## src/rtl/tour_pkg.sv

```systemverilog
// Shared types and constants for the knight-tour command sequencer.
// Command word layout: opcode[15:12], heading[11:4], squares[3:0].
package tour_pkg;

  localparam int unsigned MOVE_W = 8;
  localparam int unsigned CMD_W  = 16;
  localparam int unsigned OP_W   = 4;
  localparam int unsigned HDG_W  = 8;
  localparam int unsigned SQ_W   = 4;
  localparam int unsigned RESP_W = 8;

  typedef enum logic [2:0] {
    ST_IDLE,
    ST_LOAD,
    ST_LEG1,
    ST_LEG1_WAIT,
    ST_LEG2,
    ST_LEG2_WAIT
  } tour_state_t;

  localparam logic [OP_W-1:0] OP_MOVE     = 4'h2;
  localparam logic [OP_W-1:0] OP_FANFARE  = 4'h3;

  localparam logic [HDG_W-1:0] HEAD_N = 8'h00;
  localparam logic [HDG_W-1:0] HEAD_S = 8'h7F;
  localparam logic [HDG_W-1:0] HEAD_W = 8'h3F;
  localparam logic [HDG_W-1:0] HEAD_E = 8'hBF;

  localparam logic [RESP_W-1:0] RESP_DONE  = 8'hA5;
  localparam logic [RESP_W-1:0] RESP_ACK   = 8'h5A;
  localparam logic [RESP_W-1:0] RESP_ABORT = 8'hAA;

  typedef struct packed {
    logic [HDG_W-1:0] heading;
    logic [SQ_W-1:0]  squares;
  } leg_t;

  typedef struct packed {
    logic [OP_W-1:0]  opcode;
    logic [HDG_W-1:0] heading;
    logic [SQ_W-1:0]  squares;
  } cmd_t;

  function automatic cmd_t build_cmd(input logic [OP_W-1:0] op, input leg_t leg);
    cmd_t c;
    c.opcode  = op;
    c.heading = leg.heading;
    c.squares = leg.squares;
    return c;
  endfunction

endpackage

```

## src/rtl/tour_cmd_if.sv

```systemverilog
// Bundle of move-store, UART and cmd_proc signals around the tour sequencer.
// master = surrounding system, slave = sequencer.
interface tour_cmd_if
  import tour_pkg::*;
#(
  parameter int unsigned NUM_MOVES = 24
) ();

  localparam int unsigned IDX_W = $clog2(NUM_MOVES);

  logic                start_tour;
  logic [MOVE_W-1:0]   move;
  logic [IDX_W-1:0]    mv_indx;
  logic [CMD_W-1:0]    cmd_UART;
  logic                cmd_rdy_UART;
  logic [CMD_W-1:0]    cmd;
  logic                cmd_rdy;
  logic                clr_cmd_rdy;
  logic                send_resp;
  logic [RESP_W-1:0]   resp;
  logic                tour_busy;
  logic                tour_err;

  modport master (
    output start_tour, move, cmd_UART, cmd_rdy_UART, clr_cmd_rdy, send_resp,
    input  mv_indx, cmd, cmd_rdy, resp, tour_busy, tour_err
  );

  modport slave (
    input  start_tour, move, cmd_UART, cmd_rdy_UART, clr_cmd_rdy, send_resp,
    output mv_indx, cmd, cmd_rdy, resp, tour_busy, tour_err
  );

endinterface

```

## src/rtl/tour_cmd_seq_decode.sv

```systemverilog
// Combinational one-hot knight move decode into vertical/horizontal legs.
// Positive dY heads north, positive dX heads east; squares are magnitudes.
module knight_move_decode
  import tour_pkg::*;
(
  input  logic [MOVE_W-1:0] move_i,
  output leg_t              vert_o,
  output leg_t              horz_o,
  output logic              onehot_ok_o
);

  always_comb begin
    vert_o = '{heading: HEAD_N, squares: '0};
    horz_o = '{heading: HEAD_E, squares: '0};
    case (move_i)
      8'h01: begin vert_o = '{HEAD_N, 4'd2}; horz_o = '{HEAD_W, 4'd1}; end
      8'h02: begin vert_o = '{HEAD_N, 4'd2}; horz_o = '{HEAD_E, 4'd1}; end
      8'h04: begin vert_o = '{HEAD_N, 4'd1}; horz_o = '{HEAD_W, 4'd2}; end
      8'h08: begin vert_o = '{HEAD_S, 4'd1}; horz_o = '{HEAD_W, 4'd2}; end
      8'h10: begin vert_o = '{HEAD_S, 4'd2}; horz_o = '{HEAD_W, 4'd1}; end
      8'h20: begin vert_o = '{HEAD_S, 4'd2}; horz_o = '{HEAD_E, 4'd1}; end
      8'h40: begin vert_o = '{HEAD_S, 4'd1}; horz_o = '{HEAD_E, 4'd2}; end
      8'h80: begin vert_o = '{HEAD_N, 4'd1}; horz_o = '{HEAD_E, 4'd2}; end
      default: ;
    endcase
  end

  // Exactly one bit set: non-zero and clearing the lowest set bit leaves zero.
  always_comb begin
    onehot_ok_o = (move_i != '0) && ((move_i & (move_i - MOVE_W'(1))) == '0);
  end

endmodule

```

## src/rtl/tour_cmd_seq.sv

```systemverilog
// Replays a stored knight tour as pairs of cmd_proc movement commands,
// owning the command path while busy and turning UART commands into aborts.
module tour_cmd_seq
  import tour_pkg::*;
#(
  parameter int unsigned NUM_MOVES  = 24,
  parameter bit          HORZ_FIRST = 1'b0
) (
  input  logic      clk,
  input  logic      rst,
  tour_cmd_if.slave bus
);

  localparam int unsigned     IDX_W    = $clog2(NUM_MOVES);
  localparam logic [IDX_W-1:0] LAST_IDX = IDX_W'(NUM_MOVES - 1);

  tour_state_t        state_q, state_d;
  logic [IDX_W-1:0]   mv_indx_q, mv_indx_d;
  logic [MOVE_W-1:0]  mv_q, mv_d;
  logic               abort_pend_q, abort_pend_d;
  logic               tour_err_q, tour_err_d;

  logic [MOVE_W-1:0]  dec_move;
  leg_t               vert_leg, horz_leg;
  logic               onehot_ok;
  cmd_t               vert_cmd, horz_cmd, leg1_cmd, leg2_cmd, seq_cmd;
  logic               seq_rdy;
  logic               busy;
  logic               last_move;

  // One decoder: checks the incoming move during LOAD, otherwise decodes the captured move.
  assign dec_move = (state_q == ST_LOAD) ? bus.move : mv_q;

  knight_move_decode u_decode (
    .move_i      (dec_move),
    .vert_o      (vert_leg),
    .horz_o      (horz_leg),
    .onehot_ok_o (onehot_ok)
  );

  assign vert_cmd  = build_cmd(OP_MOVE, vert_leg);
  assign horz_cmd  = build_cmd(OP_FANFARE, horz_leg);
  assign leg1_cmd  = HORZ_FIRST ? horz_cmd : vert_cmd;
  assign leg2_cmd  = HORZ_FIRST ? vert_cmd : horz_cmd;
  assign busy      = (state_q != ST_IDLE);
  assign last_move = (mv_indx_q == LAST_IDX);

  always_ff @(posedge clk or posedge rst) begin
    if (rst) begin
      state_q      <= ST_IDLE;
      mv_indx_q    <= '0;
      mv_q         <= '0;
      abort_pend_q <= 1'b0;
      tour_err_q   <= 1'b0;
    end else begin
      state_q      <= state_d;
      mv_indx_q    <= mv_indx_d;
      mv_q         <= mv_d;
      abort_pend_q <= abort_pend_d;
      tour_err_q   <= tour_err_d;
    end
  end

  always_comb begin
    state_d      = state_q;
    mv_indx_d    = mv_indx_q;
    mv_d         = mv_q;
    abort_pend_d = abort_pend_q;
    tour_err_d   = tour_err_q;
    seq_rdy      = 1'b0;

    // A UART command while busy is swallowed and latched as an abort request.
    if (busy && bus.cmd_rdy_UART) begin
      abort_pend_d = 1'b1;
    end

    unique case (state_q)
      ST_IDLE: begin
        if (bus.start_tour) begin
          state_d      = ST_LOAD;
          mv_indx_d    = '0;
          tour_err_d   = 1'b0;
          abort_pend_d = 1'b0;
        end
      end
      ST_LOAD: begin
        mv_d = bus.move;
        if (!onehot_ok) begin
          tour_err_d = 1'b1;
          state_d    = ST_IDLE;
        end else begin
          state_d = ST_LEG1;
        end
      end
      ST_LEG1: begin
        seq_rdy = 1'b1;
        if (bus.clr_cmd_rdy) state_d = ST_LEG1_WAIT;
      end
      ST_LEG1_WAIT: begin
        if (bus.send_resp) state_d = abort_pend_q ? ST_IDLE : ST_LEG2;
      end
      ST_LEG2: begin
        seq_rdy = 1'b1;
        if (bus.clr_cmd_rdy) state_d = ST_LEG2_WAIT;
      end
      ST_LEG2_WAIT: begin
        if (bus.send_resp) begin
          if (abort_pend_q || last_move) begin
            state_d = ST_IDLE;
          end else begin
            mv_indx_d = mv_indx_q + IDX_W'(1);
            state_d   = ST_LOAD;
          end
        end
      end
      default: state_d = ST_IDLE;
    endcase
  end

  always_comb begin
    seq_cmd = leg1_cmd;
    if ((state_q == ST_LEG2) || (state_q == ST_LEG2_WAIT)) seq_cmd = leg2_cmd;
  end

  always_comb begin
    bus.resp = RESP_ACK;
    if (!busy)                                    bus.resp = RESP_DONE;
    else if (abort_pend_q)                        bus.resp = RESP_ABORT;
    else if ((state_q == ST_LEG2_WAIT) && last_move) bus.resp = RESP_DONE;
  end

  assign bus.cmd       = busy ? seq_cmd : bus.cmd_UART;
  assign bus.cmd_rdy   = busy ? seq_rdy : bus.cmd_rdy_UART;
  assign bus.tour_busy = busy;
  assign bus.tour_err  = tour_err_q;
  assign bus.mv_indx   = mv_indx_q;

endmodule

```

## src/flat_wrapper.sv

```systemverilog
// flat-port wrapper written by rule: the top's interface ports become plain ports
module tour_cmd_seq_flat import tour_pkg::*;
#(
  parameter int unsigned NUM_MOVES  = 24,
  parameter bit          HORZ_FIRST = 1'b0
)
  (clk, rst, bus_start_tour, bus_move, bus_cmd_UART, bus_cmd_rdy_UART, bus_clr_cmd_rdy, bus_send_resp, bus_mv_indx, bus_cmd, bus_cmd_rdy, bus_resp, bus_tour_busy, bus_tour_err);
  tour_cmd_if #(.NUM_MOVES(NUM_MOVES)) bus_i ();
  input  logic clk;
  input  logic rst;
  input wire logic [$bits(bus_i.start_tour)-1:0] bus_start_tour;
  input wire logic [$bits(bus_i.move)-1:0] bus_move;
  input wire logic [$bits(bus_i.cmd_UART)-1:0] bus_cmd_UART;
  input wire logic [$bits(bus_i.cmd_rdy_UART)-1:0] bus_cmd_rdy_UART;
  input wire logic [$bits(bus_i.clr_cmd_rdy)-1:0] bus_clr_cmd_rdy;
  input wire logic [$bits(bus_i.send_resp)-1:0] bus_send_resp;
  output wire logic [$bits(bus_i.mv_indx)-1:0] bus_mv_indx;
  output wire logic [$bits(bus_i.cmd)-1:0] bus_cmd;
  output wire logic [$bits(bus_i.cmd_rdy)-1:0] bus_cmd_rdy;
  output wire logic [$bits(bus_i.resp)-1:0] bus_resp;
  output wire logic [$bits(bus_i.tour_busy)-1:0] bus_tour_busy;
  output wire logic [$bits(bus_i.tour_err)-1:0] bus_tour_err;
  assign bus_i.start_tour = bus_start_tour;
  assign bus_i.move = bus_move;
  assign bus_i.cmd_UART = bus_cmd_UART;
  assign bus_i.cmd_rdy_UART = bus_cmd_rdy_UART;
  assign bus_i.clr_cmd_rdy = bus_clr_cmd_rdy;
  assign bus_i.send_resp = bus_send_resp;
  assign bus_mv_indx = bus_i.mv_indx;
  assign bus_cmd = bus_i.cmd;
  assign bus_cmd_rdy = bus_i.cmd_rdy;
  assign bus_resp = bus_i.resp;
  assign bus_tour_busy = bus_i.tour_busy;
  assign bus_tour_err = bus_i.tour_err;
  tour_cmd_seq #(.NUM_MOVES(NUM_MOVES), .HORZ_FIRST(HORZ_FIRST)) u_core (.clk(clk), .rst(rst), .bus(bus_i));
endmodule
```

## config.mk

```make
export PLATFORM = sky130hd
export DESIGN_NAME = tour_cmd_seq_flat
export DESIGN_NICKNAME = d
export VERILOG_FILES = /design/src/rtl/tour_pkg.sv /design/src/rtl/tour_cmd_if.sv /design/src/rtl/tour_cmd_seq_decode.sv /design/src/rtl/tour_cmd_seq.sv /design/src/flat_wrapper.sv
export SDC_FILE = /design/constraint.sdc
export NUM_CORES = 1
export LEC_CHECK = 0
export CAP_MARGIN = 5
export CORE_MARGIN = 5
export CORE_UTILIZATION = 48
export CTS_BUF_LIST = sky130_fd_sc_hd__clkbuf_8 sky130_fd_sc_hd__clkbuf_16
export DETAILED_ROUTE_END_ITERATION = 7
export DONT_BUFFER_PORTS = 1
export PLACE_DENSITY = 0.62
export SLEW_MARGIN = 10
export SYNTH_ARGS = -nofsm -noshare
export SYNTH_HDL_FRONTEND = slang
export SYNTH_SLANG_ARGS = --single-unit
```

## constraint.sdc

```tcl
create_clock -name clk -period 2.2 [get_ports clk]
set_input_delay 0.44 -clock clk [delete_from_list [all_inputs] [get_ports clk]]
set_output_delay 0.44 -clock clk [all_outputs]
set_load 0.02 [all_outputs]
```

==> results of run 1 <==
## cell families (layout without fill, tap and decap cells)
family	after synthesis	after routing
and+or+nand+nor	76	76
xor gates and xnor gates	16	16
DFF	18	18
buffers and inverters	26	61
AOI/OAI and AO/OA	56	56
muxes	7	7
adders and majority gates	3	3
## critical path: cells and delay by family, from the launching register on
family,cells,cell delay [ns]
flip-flops,1,0.44
AO/OA/AOI/OAI,4,0.80
multiplexers,1,0.38
AND/OR/NAND/NOR,1,0.36
## layout by cell type, fill, tap and decap left out, types with 2 or more instances in the layout
cell type and instances:
xor2_1 10, maj3_1 2, inv_1 7, nand2_1 23, o211ai_1 4, mux2_2 2, inv_2 2, nand3_1 8
clkbuf_8 4, a22o_1 3, a31oi_1 2, o21ai_0 14, o21a_4 6, or4_4 2, o21ai_4 2, and3_1 4
nor2b_1 2, nor2_1 14, mux2_4 3, a21oi_1 9, nor3_1 3, buf_6 5, nand4_1 4, xnor2_1 6
nor2_4 2, dfrtp_2 3, nor2_2 2, dfrtp_1 15, buf_4 41, nand2_2 4
## layer usage
| metal | GRT usage [%] | up-vias |
|---|---|---|
| met3 | 4.33 | 4 |
| met5 | 0 | - |
| met1 | 30.2 | 822 |
| met4 | 5.32 | 0 |
| met2 | 31.8 | 69 |
| li1 | - | 783 |
## metrics by stage
stage	utilization [%]	setup TNS, ns	setup slack [ns]	instance area [um2]
CTS	61.8	-4.26	-0.461	2030
finish	67.7	-4.45	-0.487	2220
global route	67.7	-5.00	-0.580	2220
detailed placement	57.7	-1.86	-0.225	1890
floorplan	-	-1.35	-0.184	1650
global placement	57.7	-1.50	-0.179	1890
## cell type report
class,instances,area [um2]
repair buffers,47,384
inverters,10,40.0
flip-flops and latches,18,454
multi-input cells,158,1230
fillers,271,1060
clock buffers,4,55.1
well taps,46,57.6
## sequential cells by signal, summed over array words and instances (netlist names)
signal / count
u_core.abort_pend_q: 1
u_core.bus.tour_err: 1
u_core.state_q: 3
u_core.bus.mv_indx: 5
u_core.mv_q: 8
## power groups by stage
stage / combinational [W] / clock (W) / sequential (W)
3_5_place_dp: 0.00260 / 0 / 0.000593
2_1_floorplan: 0.00193 / 0 / 0.000576
5_1_grt: 0.00349 / 0.000303 / 0.000614
6_report: 0.00327 / 0.000282 / 0.000600
3_3_place_gp: 0.00256 / 0 / 0.000592
4_1_cts: 0.00279 / 0.000286 / 0.000590
## repair_timing
item / in CTS / in global routing
buffers inserted: 4 / 8
pin swaps: 8 / 11
endpoints found under the setup margin: 14 / 20
gates resized for setup: 12 / 31
## how the worst max path moves through the flow
stage                       endpoint  slack (ns)                           from
after floorplan           bus_cmd[0]       -0.18  u_core.state_q[0]$_DFFE_PP0P_
after global placement    bus_cmd[9]       -0.18  u_core.state_q[2]$_DFFE_PP0P_
after detailed placement  bus_cmd[0]       -0.22  u_core.state_q[0]$_DFFE_PP0P_
after CTS                 bus_cmd[0]       -0.46  u_core.state_q[2]$_DFFE_PP0P_
after global routing      bus_cmd[0]       -0.58  u_core.state_q[1]$_DFFE_PP0P_
final                     bus_cmd[0]       -0.49  u_core.state_q[1]$_DFFE_PP0P_
==> summary.txt, run 1 <==
STA
  • Relative slew margins: 51.6%
  • RSZ-0062 raised after global routing: yes
  • Maximum clock rate: 0.372 GHz
  • Worst Max-Slew Pin Slew: 0.725 ns
  • Worst-case clock skew: 0.00634 ns
  • Slew Viols, Final: 0
  • Share of the clock period used by the worst path after layout: 122%
  • Min Tclk post-route: 2.69 ns
  • Worst-case hold slack: 0.180 ns
  • Final hold viol count: 0
  • Total of endpoints with negative setup slack in the final report: 10
  • Worst Slack Setup Final: -0.487 ns

Final layout
  • Diodes inserted: 0
  • Final-stage net count: 269
  • Fin cells: 283
  • Synth-to-Final Area Change: 38.7%
  • Fraction of final layout cells with drive strength greater than 1: 42.2%

Worst setup path
  • Setup crit start kind: flip-flop
  • Critical path's slowest cell: dfrtp_2
  • Critical Setup Path Class: reg -> out
  • Slowest stage delay, CP: 0.44 ns
  • Data arrival, critical path: 2.25 ns
  • End of the worst register-to-register path: u_core.bus.tour_err$_DFFE_PP0P_
  • Launch point of the worst reg-to-reg path: u_core.state_q[0]$_DFFE_PP0P_
  • Ordered list of cells on the worst path: nor3b_4, mux2_4, a21oi_4, o21ai_2, a22o_1, a221oi_4
  • R2R Setup Slk: 0.05 ns
  • Length in cells of the worst reg-to-reg path: 7
  • Required @ worst endpoint: 1.76 ns
  • Peak fanout along the critical path: 5
  • Critical Path End Type: primary output

Power
  • Combinational share of power: 78.7%
  • Switching share of total power: 50.3%
  • Final Power: 0.00415 W
  • Power density of the placed cells: 1870 mW/mm2
  • P_int: 0.00206 W
  • Worst vdd ir: 0.000635 V
  • Net switching power of the design: 0.00209 W
  • Sequential share of power: 14.5%
  • Clock network fraction of total power: 6.8%
  • Leakage dissipation: 0.969 nW

Clock network
  • Number of clock buffers inserted by TritonCTS: 3
  • CTS tree: built
  • Quantity of hold-fixing buffers added after cts: 0
  • Num Clock Sinks: 18
  • Clock latency on the worst-skew pair: 0.26 ns
  • Clock-pin slew on the worst setup and hold paths: 0.08 ns
  • CTS Buffer Depth: 2
  • Clk root buf: clkbuf_8
  • Number of H-tree levels: 1

Floorplanning
  • Core Footprint: 0.00328 mm2
  • Die X: 67.8 um
  • I/O pin count: 62
  • Total die area: 0.00459 mm2
  • Initial Util: 48.8%
  • Chip Height: 67.8 um
  • Placement row count: 21

Yosys
  • Most common flop cell mapped by yosys: dfrtp_1
  • Synthesized area per cell: 7.93 um2
  • Part of the Yosys area used for sequential elements: 28.1%
  • Synthesized flop and latch total: 18
  • Largest family of logic cells by synthesized area: compound AO/OA/AOI/OAI gates
  • Synthesized-area fraction occupied by and/or/nand/nor cells: 23.4%
  • Post-Syn Instances: 202
  • Most instantiated cells after synthesis: nand2_1 (27), dfrtp_1 (18), nor2_1 (16), o21ai_0 (16), xor2_1 (10)
  • Area of the mapped netlist: 0.00160 mm2
  • Synth area leader: dfrtp_1
  • Synth top area cells: dfrtp_1 (28%), nand2_1 (6.3%), xor2_1 (5.5%)
  • Warnings, synthesis: 0
  • Proportion of synthesized flip-flops having asynchronous set or reset: 100%
  • Post-synthesis mux area share: 5.00%
  • Synthesized-area fraction occupied by adder cells: 2.03%
  • Post-Synth XOR/XNOR Area: 8.75%
  • Distinct cells, synth: 52
  • Number of flops mapped to enable cells by yosys: 0
  • Count leader, synth: nand2_1
  • Compound-Gate Fraction of Synth Area: 25.2%
  • Synthesized Nets: 233
  • Top-area cell type share of the netlist area: 28.1%

Outcome
  • Outcome: finished with violations
  • Violated checks: negative setup slack

Drt
  • Routed wire length: 5.00 mm
  • Number of nets with antenna violations after detailed routing: 0
  • Number of design-rule violations left by the first detailed-router iteration: 88
  • WL met3: 344 um
  • Drt pass-1 iters: 4
  • Wire length on met1: 2.25 mm
  • Uppermost layer routed: met4
  • Average routed wire per standard cell: 17.7 um
  • Overall via count from detail_route: 1678
  • Routed met2 length: 2.37 mm
  • Number of design rule violations left after detail routing: 0
  • Routed via count divided by cell count: 5.93

Min path
  • Kind of path behind the tightest hold check: in -> async

Placed design
  • Sum of net half-perimeters after detailed placement: 3.78 mm
  • Port Buf Inserts: 0
  • Cell total after placement: 268
  • Final RePlAce weighted congestion: 0.924

Job
  • Max-cap violations: 0

GRT
  • Overall global routing resource usage: 21.0%
  • Maximum number of pins on one net before global-route repair: 19
  • Gr ovfl total: 0
  • Wire length of the first global-routing pass: 7.36 mm
  • Number of global-route vias before repair: 1520
  • Initial antenna violation count: 0
(Power assumes the default switching activity.)
==> run 2, diff against run 1 <==
--- a/config.mk
+++ b/config.mk
@@ -5,13 +5,14 @@
 export SDC_FILE = /design/constraint.sdc
 export NUM_CORES = 1
 export LEC_CHECK = 0
+export BUFFER_PORTS_ARGS = -buffer_cell sky130_fd_sc_hd__buf_4
 export CAP_MARGIN = 5
 export CORE_MARGIN = 5
-export CORE_UTILIZATION = 48
+export CORE_UTILIZATION = 44
 export CTS_BUF_LIST = sky130_fd_sc_hd__clkbuf_8 sky130_fd_sc_hd__clkbuf_16
 export DETAILED_ROUTE_END_ITERATION = 7
-export DONT_BUFFER_PORTS = 1
-export PLACE_DENSITY = 0.62
+export PLACE_DENSITY = 0.73
+export RECOVER_POWER = 50
 export SLEW_MARGIN = 10
 export SYNTH_ARGS = -nofsm -noshare
 export SYNTH_HDL_FRONTEND = slang
==> summary.txt, run 2 (synthesis results as in run 1) <==
Outcome
  • Outcome: finished with violations
  • Violated checks: negative setup slack

Worst setup path
  • Length in cells of the worst reg-to-reg path: 10
  • R2R Setup Slk: 0.18 ns
  • Peak fanout along the critical path: 6
  • Critical Setup Path Class: reg -> out
  • Setup crit start kind: flip-flop
  • Critical Path End Type: primary output
  • Data arrival, critical path: 2.24 ns
  • Required @ worst endpoint: 1.76 ns

STA
  • Maximum clock rate: 0.373 GHz
  • Share of the clock period used by the worst path after layout: 122%
  • Worst Max-Slew Pin Slew: 0.679 ns
  • Relative slew margins: 54.7%
  • Final hold viol count: 0
  • Min Tclk post-route: 2.68 ns
  • Total of endpoints with negative setup slack in the final report: 11
  • Worst Slack Setup Final: -0.478 ns
  • Worst-case clock skew: 0.00697 ns
  • RSZ-0062 raised after global routing: yes
  • Slew Viols, Final: 0

Final layout
  • Final-stage net count: 315
  • Area occupied by registers: 452 um2
  • Fraction of final layout cells with drive strength greater than 1: 48.1%
  • Leading cell type in the layout, fill and taps excluded: buf_4
  • Synth-to-Final Area Change: 51.6%
  • Share of the core filled with cells in the final layout: 67.3%
  • Cell area after layout: 0.00243 mm2
  • Most used cells in the layout excluding fill and tap cells: buf_4 (89), nand2_1 (26), dfrtp_1 (17)
  • Diodes inserted: 0
  • Largest register FFs: 8
  • Count of filler cells inserted in the layout: 319
  • Fin cells: 331
  • Register with the highest flop count: u_core.mv_q
  • Footprint of the multi-input gates: 0.00111 mm2

Placed design
  • Port Buf Inserts: 61
  • Area after DPL: 0.00227 mm2
  • Sum of net half-perimeters after detailed placement: 3.85 mm
  • Cell total after placement: 322
  • Final RePlAce weighted congestion: 0.925

Clock network
  • Number of H-tree levels: 1
  • Clk root buf: clkbuf_8
  • Clock latency on the worst-skew pair: 0.26 ns
  • Num Clock Sinks: 18
  • Number of clock buffers inserted by TritonCTS: 3
  • CTS Buffer Depth: 2
  • Quantity of hold-fixing buffers added after cts: 0
  • Clock-pin slew on the worst setup and hold paths: 0.07 ns
  • CTS tree: built

Floorplanning
  • Initial Util: 44.4%
  • Chip Height: 70.3 um
  • I/O pin count: 62
  • Total die area: 0.00495 mm2
  • Placement row count: 22
  • Core Footprint: 0.00361 mm2
  • Die X: 70.3 um

GRT
  • Gr ovfl total: 0
  • Number of global-route vias before repair: 1637
  • Wire length of the first global-routing pass: 7.91 mm
  • Maximum number of pins on one net before global-route repair: 20
  • Initial antenna violation count: 0
  • Overall global routing resource usage: 19.5%

Drt
  • Number of design-rule violations left by the first detailed-router iteration: 123
  • Routed via count divided by cell count: 5.24
  • Drt pass-1 iters: 4
  • Number of nets with antenna violations after detailed routing: 0
  • Number of design rule violations left after detail routing: 0
  • Average routed wire per standard cell: 15.0 um
  • Routed wire length: 4.96 mm
  • Overall via count from detail_route: 1735

Power
  • Leakage dissipation: 1.16 nW
  • Worst vdd ir: 0.000676 V
  • Power density of the placed cells: 1640 mW/mm2

Min path
  • Kind of path behind the tightest hold check: in -> async

Job
  • Max-cap violations: 0
run 2: changes by cell type in the layout (fill, tap and decap cells not counted), sizes merged:
| cell | before | now |
|---|---|---|
| buf | 47 | 92 |
| clkbuf | 4 | 5 |
run 2: final cells by class:
| type | count | area share, % |
|---|---|---|
| tap | 48 | 2.47 |
| sequential | 18 | 18.6 |
| clock buffer | 4 | 2.27 |
| multi-input combinational | 158 | 45.9 |
| timing repair buffer | 93 | 29.2 |
| inverter | 10 | 1.55 |
run 2: path summary, 6_finish.rpt:
check / start / endpoint
max: u_core.state_q[2]$_DFFE_PP0P_ / bus_cmd[0]
min reg2reg: u_core.bus.tour_err$_DFFE_PP0P_ / u_core.bus.tour_err$_DFFE_PP0P_
min in group clk: bus_start_tour / u_core.bus.mv_indx[4]$_DFFE_PP0P_
max in group asynchronous: rst / u_core.state_q[2]$_DFFE_PP0P_
max reg2reg: u_core.state_q[2]$_DFFE_PP0P_ / u_core.bus.mv_indx[3]$_DFFE_PP0P_
min: rst / u_core.bus.mv_indx[2]$_DFFE_PP0P_
run 2: timing repair:
item                       4_1_cts  5_1_grt
setup endpoints to repair       13       15
pin swaps                        5        3
buffers inserted                 4        1
gates resized for setup          5       12
run 2: power breakdown:
part / switching [W] / internal (W)
logic: 0.00171 / 0.00142
clock network: 0.000115 / 0.000159
registers: 0.000130 / 0.000450
run 2: stage by stage:
stage	setup WS (ns)	setup TNS (ns)	hold slack (ns)	total power [W]
after global routing	-0.582	-5.54	0.349	0.00425
final	-0.478	-4.28	0.282	0.00398
after global placement	-0.240	-2.21	0.517	0.00346
after floorplan	-0.184	-1.35	0.379	0.00250
after detailed placement	-0.278	-2.47	0.501	0.00351
after CTS	-0.468	-4.49	0.302	0.00388
run 2: layer usage:
| layer | wire length (um) | up-vias | share of wire (%) | global-route usage (%) |
|---|---|---|---|---|
| met2 | 2540 | 48 | 51 | 32.3 |
| met5 | 0 | - | 0 | 0 |
| li1 | - | 874 | - | - |
| met4 | 49 | 0 | 0.99 | 4.26 |
| met3 | 240 | 6 | 4.8 | 2.16 |
| met1 | 2130 | 807 | 43 | 27.0 |
run 2: worst max-delay path, cell delays in order (launching register included):
cell and delay, ns:
dfrtp_2 0.42, nor3b_2 0.19, buf_4 0.19, mux2_4 0.34
a21oi_4 0.16, o21ai_4 0.07, a22o_1 0.24, a221oi_4 0.20
buf_6 0.15
==> run 3, diff against run 2 <==
--- a/config.mk
+++ b/config.mk
@@ -9,7 +9,6 @@
 export CAP_MARGIN = 5
 export CORE_MARGIN = 5
 export CORE_UTILIZATION = 44
-export CTS_BUF_LIST = sky130_fd_sc_hd__clkbuf_8 sky130_fd_sc_hd__clkbuf_16
 export DETAILED_ROUTE_END_ITERATION = 7
 export PLACE_DENSITY = 0.73
 export RECOVER_POWER = 50
==> constraint.sdc (replaced) <==
create_clock -name clk -period 2.2 [get_ports clk]
set_input_delay 0.44 -clock clk [delete_from_list [all_inputs] [get_ports clk]]
set_output_delay 0.44 -clock clk [all_outputs]
set_load 0.1 [all_outputs]
==> summary.txt, run 3 (synthesis results as in run 1) <==
Outcome
  • Outcome: finished with violations
  • Violated checks: negative setup slack

Drt
  • Number of nets with antenna violations after detailed routing: 0
  • Average routed wire per standard cell: 18.7 um
  • Number of design-rule violations left by the first detailed-router iteration: 160
  • Routed via count divided by cell count: 5.64
  • Overall via count from detail_route: 2002
  • Number of design rule violations left after detail routing: 0
  • Routed wire length: 6.65 mm
  • Drt pass-1 iters: 4

STA
  • Worst-case clock skew: 0.00593 ns
  • Worst Slack Setup Final: -0.676 ns
  • RSZ-0062 raised after global routing: yes
  • Share of the clock period used by the worst path after layout: 131%
  • Total of endpoints with negative setup slack in the final report: 19
  • Maximum clock rate: 0.348 GHz
  • Worst Max-Slew Pin Slew: 0.679 ns
  • Relative slew margins: 54.7%
  • Worst-case hold slack: 0.283 ns
  • Final hold viol count: 0
  • Slew Viols, Final: 0
  • Min Tclk post-route: 2.88 ns

Worst setup path
  • Peak fanout along the critical path: 6
  • Critical path's slowest cell: or4_1
  • Critical Path End Type: primary output
  • Data arrival, critical path: 2.44 ns
  • Critical Setup Path Class: reg -> out
  • R2R Setup Slk: -0.28 ns
  • Worst setup path start: u_core.state_q[2]$_DFFE_PP0P_
  • End of the worst register-to-register path: u_core.bus.tour_err$_DFFE_PP0P_
  • Crit path buf inv count: 1
  • Largest delay contributor family on the critical path: simple AND/OR/NAND/NOR gates
  • Launch point of the worst reg-to-reg path: u_core.state_q[0]$_DFFE_PP0P_
  • Required @ worst endpoint: 1.76 ns
  • Last element of the critical path: bus_cmd[8]
  • Ordered list of cells on the worst path: or3b_1, or4_1, o41ai_2, a21oi_2, o21ai_4, o21a_4, buf_12
  • CP Depth: 7
  • Length in cells of the worst reg-to-reg path: 10
  • Setup crit start kind: flip-flop
  • Slowest stage delay, CP: 0.52 ns

GRT
  • Overall global routing resource usage: 24.3%
  • Maximum number of pins on one net before global-route repair: 19
  • Number of global-route vias before repair: 1993
  • Wire length of the first global-routing pass: 9.80 mm
  • Initial antenna violation count: 0
  • Gr ovfl total: 0

Placed design
  • Placement Setup Slack: -0.464 ns
  • Port Buf Inserts: 61
  • Final RePlAce weighted congestion: 0.963
  • Sum of net half-perimeters after detailed placement: 4.01 mm

Floorplanning
  • Placement row count: 22
  • Chip Height: 70.3 um
  • I/O pin count: 62
  • Die X: 70.3 um
  • Core Footprint: 0.00361 mm2
  • Total die area: 0.00495 mm2
  • Initial Util: 44.4%

Job
  • Max-cap violations: 0

Clock network
  • Num Clock Sinks: 18
  • Number of H-tree levels: 1
  • Clock-pin slew on the worst setup and hold paths: 0.07 ns
  • Clk root buf: clkbuf_8
  • Number of clock buffers inserted by TritonCTS: 3
  • Clock latency on the worst-skew pair: 0.26 ns
  • CTS tree: built
  • CTS Buffer Depth: 2

Final layout
  • Synth-to-Final Area Change: 86.6%
  • Diodes inserted: 0
  • Leading cell type in the layout, fill and taps excluded: buf_4
  • Largest register FFs: 8
  • Register with the highest flop count: u_core.mv_q
  • Most used cells in the layout excluding fill and tap cells: buf_4 (91), nand2_1 (25), buf_12 (15)
  • Final-stage net count: 339
  • Fraction of final layout cells with drive strength greater than 1: 56.7%

Min path
  • Kind of path behind the tightest hold check: in -> async
run 3: cell types whose count changed in the layout (fill, tap and decap cells not counted), sizes merged:
cell,delta
buf,+24
clkinvlp,+2
inv,-2
run 3: layer usage:
metal	share of wire, %	vias up	global-route usage (%)
met5	0	-	0
met3	5.3	24	3.88
met1	40	976	30.3
li1	-	919	-
met4	3.7	0	7.45
met2	51	83	42.5
run 3: worst register-to-register path: stages, from the launching register on:
cell and delay (ns):
dfrtp_1 0.41, nor3b_4 0.21, buf_12 0.14, or4_4 0.46
buf_6 0.14, buf_6 0.11, buf_6 0.11, o31ai_4 0.18
mux2_4 0.34, o41ai_4 0.08, a22o_1 0.23
run 3: timing repair:
| action | CTS | global route |
|---|---|---|
| endpoints found under the setup margin | 19 | 26 |
| setup buffers | 11 | 4 |
| resized for setup | 56 | 16 |
| hold buffers | 0 | 0 |
| pin swaps | 10 | 11 |
run 3: worst min-delay path by stage:
stage	startpoint	to	slack [ns]	cells after the start
2_1_floorplan	rst	u_core.abort_pend_q$_DFF_PP0_	0.38	1
3_5_place_dp	u_core.bus.tour_err$_DFFE_PP0P_	u_core.bus.tour_err$_DFFE_PP0P_	0.50	1
3_3_place_gp	u_core.bus.tour_err$_DFFE_PP0P_	u_core.bus.tour_err$_DFFE_PP0P_	0.51	1
6_report	rst	u_core.bus.mv_indx[0]$_DFFE_PP0P_	0.28	2
5_1_grt	rst	u_core.abort_pend_q$_DFF_PP0_	0.35	2
4_1_cts	rst	u_core.mv_q[4]$_DFF_PP0_	0.29	2
run 3: through the flow:
stage | util, % | cell area, um2 | setup TNS [ns] | instances
6_report | 82.9 | 2990 | -7.47 | 355
5_1_grt | 82.9 | 2990 | -8.37 | 355
4_1_cts | 80.4 | 2900 | -7.22 | 351
3_5_place_dp | 70.1 | 2530 | -4.45 | 337
3_3_place_gp | 70.1 | 2530 | -4.20 | 337
2_1_floorplan | - | 1820 | -8.36 | 202
run 3: layout make-up:
class | count | area (um2)
clock buffers | 4 | 55.1
fillers | 210 | 617
inverters | 10 | 47.5
multi-input cells | 158 | 1250
flip-flops and latches | 18 | 464
well taps | 48 | 60.1
repair buffers | 117 | 1110
Power of run 3 is left out: the tool's default activity adds up to more than one toggle a clock period on the data nets, which glitch-free logic cannot reach.
